[config.mk]
export PLATFORM = sky130hd
export DESIGN_NAME = blink_led_sequencer
export DESIGN_NICKNAME = d
export VERILOG_FILES = /design/src/rtl/blink_pkg.sv /design/src/rtl/blink_lfsr16.sv /design/src/rtl/blink_led_sequencer.sv
export SDC_FILE = /design/constraint.sdc
export NUM_CORES = 1
export LEC_CHECK = 0
export ABC_AREA = 1
export CAP_MARGIN = 30
export CORE_MARGIN = 2
export CORE_UTILIZATION = 55
export DETAILED_ROUTE_END_ITERATION = 10
export HOLD_SLACK_MARGIN = 0.03
export PLACE_DENSITY = 0.84
export SLEW_MARGIN = 20
export SYNTH_ARGS = -nofsm -noshare
export SYNTH_HDL_FRONTEND = slang
export SYNTH_SLANG_ARGS = --single-unit
[constraint.sdc]
create_clock -name clk -period 2 [get_ports clk]
set_input_delay 0.5 -clock clk [delete_from_list [all_inputs] [get_ports clk]]
set_output_delay 0.5 -clock clk [all_outputs]
set_load 0.02 [all_outputs]
[src/rtl/blink_pkg.sv]
// Shared types and constants for the LED blink sequencer: FSM states,
// the LFSR feedback taps and the default LFSR seed.
package blink_pkg;

   typedef enum logic [1:0] {
      ST_IDLE,
      ST_GAP,
      ST_SHOW,
      ST_DONE
   } blink_seq_state_t;

   // Feedback taps b15, b13, b12, b10
   localparam logic [15:0] LFSR_TAPS         = 16'hB400;
   localparam logic [15:0] LFSR_DEFAULT_SEED = 16'hACE1;

   // An all-zero seed would lock the LFSR, so fall back to the default.
   function automatic logic [15:0] lfsr_seed_fix(input logic [15:0] seed);
      return (seed == 16'h0000) ? LFSR_DEFAULT_SEED : seed;
   endfunction

endpackage

[src/rtl/blink_lfsr16.sv]
// Free-running 16-bit Fibonacci LFSR, shifting left every cycle out of reset.
module blink_lfsr16
   import blink_pkg::*;
#(
   parameter logic [15:0] SEED = LFSR_DEFAULT_SEED
) (
   input  logic        clk,
   input  logic        rst_n,
   output logic [15:0] q
);

   localparam logic [15:0] SEED_EFF = lfsr_seed_fix(SEED);

   logic [15:0] lfsr_q;

   // NOTE: sequential state is written only with non-blocking assignments so
   // every register samples the pre-edge value of every other register.
   always_ff @(posedge clk) begin
      if (!rst_n) begin
         lfsr_q <= SEED_EFF;
      end else begin
         lfsr_q <= {lfsr_q[14:0], ^(lfsr_q & LFSR_TAPS)};
      end
   end

   assign q = lfsr_q;

endmodule

[src/rtl/blink_led_sequencer.sv]
// Reaction-game LED sequencer: gap, random one-hot LED window, hit/miss scoring.
// Define BLINK_SPEEDUP_EN to shorten the LED window after every hit.
module blink_led_sequencer
   import blink_pkg::*;
#(
   parameter int unsigned ON_CYCLES  = 50_000_000,
   parameter int unsigned GAP_CYCLES = 25_000_000,
   parameter int unsigned NUM_ROUNDS = 20,
   parameter logic [15:0] LFSR_SEED  = 16'hACE1
) (
   input  logic        clk,
   input  logic        rst_n,
   input  logic        start,
   input  logic        hit,
   output logic [15:0] led,
   output logic        busy,
   output logic        hit_pulse,
   output logic        miss_pulse,
   output logic        done,
   output logic [7:0]  round_cnt
);

   localparam logic [31:0] ON_LEN   = 32'(ON_CYCLES);
   localparam logic [31:0] GAP_LOAD = 32'(GAP_CYCLES - 1);
   localparam logic [7:0]  ROUNDS   = 8'(NUM_ROUNDS);

   blink_seq_state_t state_q, state_d;
   logic [15:0] led_q, led_d;
   logic        busy_q, busy_d;
   logic        hit_pulse_q, hit_pulse_d;
   logic        miss_pulse_q, miss_pulse_d;
   logic        done_q, done_d;
   logic [7:0]  round_q, round_d;
   logic [31:0] timer_q, timer_d;
   logic [31:0] on_len_q, on_len_d;
   logic [7:0]  round_inc;

   logic [15:0] lfsr;
   logic        lfsr_unused;

   blink_lfsr16 #(.SEED(LFSR_SEED)) u_lfsr (
      .clk   (clk),
      .rst_n (rst_n),
      .q     (lfsr)
   );

   // Only the low nibble picks the LED; the rest of the LFSR is internal state.
   assign lfsr_unused = ^lfsr[15:4];
   assign round_inc   = round_q + 8'd1;

`ifdef BLINK_SPEEDUP_EN
   localparam logic [31:0] ON_STEP  = 32'(ON_CYCLES >> 3);
   localparam logic [31:0] ON_FLOOR = 32'(ON_CYCLES >> 2);

   logic [31:0] on_len_fast;
   assign on_len_fast = (on_len_q >= ON_FLOOR + ON_STEP) ? on_len_q - ON_STEP : ON_FLOOR;
`endif

   // NOTE: every signal driven here gets a default first, so no path through
   // the case statement can leave one unassigned and infer a latch.
   always_comb begin
      state_d      = state_q;
      led_d        = led_q;
      busy_d       = busy_q;
      hit_pulse_d  = 1'b0;
      miss_pulse_d = 1'b0;
      done_d       = 1'b0;
      round_d      = round_q;
      timer_d      = timer_q;
      on_len_d     = on_len_q;

      unique case (state_q)
         ST_IDLE: begin
            if (start) begin
               state_d  = ST_GAP;
               round_d  = 8'd0;
               busy_d   = 1'b1;
               timer_d  = GAP_LOAD;
               on_len_d = ON_LEN;
            end
         end
         ST_GAP: begin
            led_d = 16'h0000;
            if (timer_q == 32'd0) begin
               state_d = ST_SHOW;
               led_d   = 16'h0001 << lfsr[3:0];
               timer_d = on_len_q - 32'd1;
            end else begin
               timer_d = timer_q - 32'd1;
            end
         end
         ST_SHOW: begin
            // A hit on the last window cycle still counts as a hit.
            if (hit || (timer_q == 32'd0)) begin
               hit_pulse_d  = hit;
               miss_pulse_d = !hit;
               led_d        = 16'h0000;
               round_d      = round_inc;
`ifdef BLINK_SPEEDUP_EN
               if (hit) on_len_d = on_len_fast;
`endif
               if (round_inc == ROUNDS) begin
                  state_d = ST_DONE;
                  busy_d  = 1'b0;
                  done_d  = 1'b1;
               end else begin
                  state_d = ST_GAP;
                  timer_d = GAP_LOAD;
               end
            end else begin
               timer_d = timer_q - 32'd1;
            end
         end
         ST_DONE: begin
            state_d = ST_IDLE;
         end
         default: state_d = ST_IDLE;
      endcase
   end

   always_ff @(posedge clk) begin
      if (!rst_n) begin
         state_q      <= ST_IDLE;
         led_q        <= 16'h0000;
         busy_q       <= 1'b0;
         hit_pulse_q  <= 1'b0;
         miss_pulse_q <= 1'b0;
         done_q       <= 1'b0;
         round_q      <= 8'd0;
         timer_q      <= 32'd0;
         on_len_q     <= ON_LEN;
      end else begin
         state_q      <= state_d;
         led_q        <= led_d;
         busy_q       <= busy_d;
         hit_pulse_q  <= hit_pulse_d;
         miss_pulse_q <= miss_pulse_d;
         done_q       <= done_d;
         round_q      <= round_d;
         timer_q      <= timer_d;
         on_len_q     <= on_len_d;
      end
   end

   assign led        = led_q;
   assign busy       = busy_q;
   assign hit_pulse  = hit_pulse_q;
   assign miss_pulse = miss_pulse_q;
   assign done       = done_q;
   assign round_cnt  = round_q;

endmodule

Word level (Yosys, flattened, before mapping)
Index checks and enable logic that the tools add are counted.
{ "classes": {"add_sub_neg": 2, "n_mux": 21, "n_shift": 1, "n_reduce_logical": 14, "eq_ne": 9} }
{ "op_table": {"columns": ["operator", "n"], "rows": [
  ["$mux W32", 4],
  ["$pmux W32 S3", 1],
  ["$logic_not A32 Y1", 1],
  ["$mux W16", 2],
  ["$pmux W16 S2", 1],
  ["$sub A32 B1 Y32 const B", 1],
  ["$mux W8", 2],
  ["$pmux W8 S2", 1],
  ["$reduce_xor A16 Y1", 1],
  ["$shl A1 B4 Y16 const A", 1],
  ["$reduce_and A3 Y1", 4],
  ["$add A8 B1 Y8 const B", 1],
  ["$eq A8 B5 Y1 const B", 1],
  ["$mux W2", 4],
  ["$ne A2 B2 Y1 const B", 4],
  ["$pmux W2 S4", 1],
  ["$eq A2 B2 Y1 const B", 2],
  ["$mux W1", 4],
  ["$reduce_and A4 Y1", 1],
  ["$reduce_bool A2 Y1", 2],
  ["$ne A3 B3 Y1 const B", 1],
  ["$reduce_bool A3 Y1", 1],
  ["$eq A2 B1 Y1 const B", 1],
  ["$logic_not A2 Y1", 1],
  ["4 further kinds", 4]
]} }
{ "totals": {"output_inout_bits": 28, "in_bits": 4, "ff_bits": 78} }

Longest topological paths before layout
{ "depth": {"depth_word": 5, "depth_mapped": 16, "depth_no_buf": 14} }

Hierarchy
Synthesis repeated with hierarchy kept, for this count alone.
{ "hier_totals": {"hier_cells": 655, "hier_area_um2": 4418.0} }
{ "by_module_without_submodules": {"columns": ["module", "area_per_inst_um2", "instances", "cells_per_inst"], "rows": [
  ["blink_led_sequencer", 3888.7, 1, 590],
  ["blink_lfsr16", 529.3, 1, 65]
]} }

Worst setup path before layout
Ideal clock, no wire load.
{ "synth_timing": {"kind": "register to register", "from": "register round_q[1], in the netlist round_cnt[1]", "to": "register timer_q[0]", "t_arrival_ns": 1.868, "path_slack_ns": 0.019, "period_less_slack_ns": 1.981, "stages_incl_launch_ff": 17, "path_buffers": 2, "path_cell_list": "dfxtp_1 -> ha_1 -> nand2_1 -> nor2_1 -> nand2_1 -> nand2_1 -> nand2_1 -> inv_2 -> nand2_2 -> nor2_4 -> nand2_4 -> nand2_4 -> buf_8 -> buf_8 -> nand2_1 -> nand2_1 -> nor2_1"} }
{ "synth_between": {"elab_chain_len": 4} }
{ "synth_lines": {"columns": ["item", "line_no", "text"], "rows": [
  ["from (decl)", "blink_led_sequencer.sv:33", "logic [7:0] round_q, round_d;"],
  ["from (signal assigned)", "blink_led_sequencer.sv:139", "round_q <= round_d;"],
  ["$add A8 B1 Y8", "blink_led_sequencer.sv:49", "assign round_inc = round_q + 8'd1;"],
  ["$eq A8 B5 Y1", "blink_led_sequencer.sv:102", "if (round_inc == ROUNDS) begin"],
  ["$ne A3 B3 Y1 (no source line)", null, null],
  ["$reduce_and A3 Y1 (no source line)", null, null],
  ["to (signal assigned)", "blink_led_sequencer.sv:140", "timer_q <= timer_d;"],
  ["to (decl)", "blink_led_sequencer.sv:34", "logic [31:0] timer_q, timer_d;"]
]} }
No other way between the ends.
A chain may end at the register's enable or synchronous reset.

Final worst setup path
{ "layout_timing": {"from": "register round_q[1], in the netlist round_cnt[1]", "to": "output port round_cnt[1]"} }
{ "layout_lines": {"columns": ["item", "line_no", "text"], "rows": [
  ["to (decl)", "blink_led_sequencer.sv:20", "output logic [7:0] round_cnt"]
]} }
No word-level cell between the ends.

==> qor.yml <==
drt:
  drt-initial-drc-count: 264
  dr_total_vias: 4412
  dr.pass1.iters: 5
  final_antenna_net_count: 0
  drc: 0
  totalWireLength_mm: 11.7
  routed_via_density: 5.22
  wire_per_inst_um: 13.8
logic_synthesis:
  synth.avg_cell_area_sq_um: 6.44
  ys_types: 31
  yosysWarnings: 0
  yosys.area.top_type: "dfxtp_1"
  synth.area.top_cells: "dfxtp_1 (36%), nand2_1 (13%), nor2_1 (13%)"
  synth_top_area_share: 0.358
  synth_flop_cell: "dfxtp_1"
  syn_inst: 676
  synth_nets: 687
  yosysMostFrequentCell: "nand2_1"
  ys_top_cells_by_count: "nand2_1 (155), nor2_1 (147), inv_1 (80)"
  async_flop_share: 0
  synth_area_sq_um: 4360
  synth-seq-cells: 78
  synth_seq_area_share: 0.358
  synth-edff-count: 0
die:
  ioPinCount: 32
  start_util: 0.567
  die-area_sq_um: 8650
  die_w_um: 93
  rows: 32
  fp.dieH_um: 93
  core_area_sq_um: 7690
place:
  io_buffers: 31
  place_congestion: 0.963
  dp.cells: 821
  dpl-instance-area_sq_um: 4910
  place_hpwl_mm: 7.73
cts:
  clk_pin_slew_ns: 0.09
  numCtsBuffers: 9
  insertion_delay_ns: 0.35
  root_buffer: "clkbuf_8"
  numClockSinks: 78
  cts_max_level: 3
  cts_tree: "done"
  max-clock-path-buffers: 2
sta:
  finalCritPeriodShare: 0.971
  clock.fmax_mhz: 515
  relSlewSlack: 0.621
  timing.final.hold_violations: 0
  worst_slew_pin_slew_ns: 0.568
  slew_viol_final: 0
  report.final.setup_viol: 0
  fin_worst_skew_ns: 0.0135
  fin_crit_ns: 1.94
critical_path:
  path_max_fanout: 5
  startpoint_type: "register"
  end_kind: "primary output"
  path_class: "register to primary output"
  worst_path_max_delay_cell: "clkdlybuf4s50_1"
  worstPathArrival_ns: 1.44
  max_stage_delay_ns: 0.62
  crit_required_ns: 1.50
  crit_chain: "buf_4, clkdlybuf4s50_1"
global_route:
  grt_max_degree: 53
  grt_pass1_vias: 4164
  grt_use_total: 0.265
  antenna_found_initial: 0
  grt_pass1_wl_mm: 18.7
  grt-ovfl-total: 0
final_layout:
  drive_above_1_share: 0.156
  final_cells: 846
  nNetsFinal: 750
  area.growth.synth_to_final_pct: 22.1
  fin_area_sq_um: 5320
  num_antenna_cells: 0
status:
  status: "finished, final reports clean"
power:
  p_leak_uw: 0.00254
  p_per_area_nw_per_um2: 1700
  ir_drop_v: 0.000974
min_path:
  hold_class: "register to register"
run:
  drv_cap: 0
## area by class of cell
cell class                      instances  area, sq um
Clock inverter                          6         93.8
Timing Repair Buffer                   68          606
Fill cell                             650         2370
Clock buffer                           10          128
Sequential cell                        78         1570
Tap cell                              102          128
Inverter                               87          327
Multi-Input combinational cell        495         2470
## state kept, by name (all words and copies together) (netlist names)
signal      count
state_q         2
round_cnt       8
timer_q        32
done            1
miss_pulse      1
u_lfsr.q       16
busy            1
led            16
hit_pulse       1
## cells in the final DEF (no fill, tap or decap), types with 3 or more instances in the layout
cell type        count
a21oi_1             41
buf_4               34
clkbuf_8             9
clkdlybuf4s50_1     29
dfxtp_1             75
dfxtp_2              3
ha_1                 5
inv_1               80
inv_2                6
nand2_1            154
nand2_2              6
nand2_4              5
nand3_1             30
nand4_1              9
nor2_1             135
nor2_2              18
nor2_4               7
nor3_1              20
o21a_1               3
o21ai_0             17
o21ai_1              9
or2_2                9
xnor2_1              3
xor2_1              15
## per-layer routing
layer	track usage	up-vias	share of wire
met5	0	-	0
met4	0.0784	0	0.020
met3	0.0411	24	0.049
met2	0.480	138	0.51
met1	0.324	2034	0.42
li1	-	2216	-
## kinds of logic after synthesis
| logic type | Yosys count | share of synthesized area |
|---|---|---|
| flops | 78 | 0.358 |
| fa+ha+maj | 7 | 0.0201 |
| buf+inv | 105 | 0.101 |
| compound gates | 71 | 0.0841 |
| xor+xnor | 18 | 0.0362 |
| simple gates | 397 | 0.400 |
## path summary, 6_finish.rpt
path,cells past startpoint,end,slack (ns),start
max reg2reg,11,timer_q[16],0.07,state_q[0]
min reg2reg,1,u_lfsr.q[6],0.42,u_lfsr.q[5]
max,2,round_cnt[1],0.06,round_cnt[1]
min,1,u_lfsr.q[6],0.42,u_lfsr.q[5]
## critical path, delay by kind of cell (launching register included)
family	cells	cell delay [ns]
flops	1	0.34
buf+inv	2	0.76
## timing repair
item	in CTS	in global routing
pin swaps	1	8
hold buffers	0	0
resized for setup	3	26
gates cloned	0	2
setup buffers	1	6
setup endpoints to repair	35	58
## through the flow
stage / worst slack, ns / power [uW] / hold WS (ns) / TNS [ns] / util
global placement: -0.0114 / 7190 / 0.396 / -0.0302 / 0.639
finish: 0.0574 / 9060 / 0.420 / 0 / 0.692
detailed placement: -0.0581 / 7350 / 0.401 / -0.485 / 0.639
global route: -0.0406 / 9780 / 0.424 / -0.312 / 0.692
CTS: 0.0208 / 8720 / 0.421 / 0 / 0.671
floorplan: 0.0186 / 5820 / 0.390 / 0 / -
## report_power, final
part           switching, uW  internal (uW)  total [uW]
clock                    607            712        1320
sequential               452           2100        2560
combinational           3200           1990        5180
No activity file was read; power rests on OpenSTA's default activity.
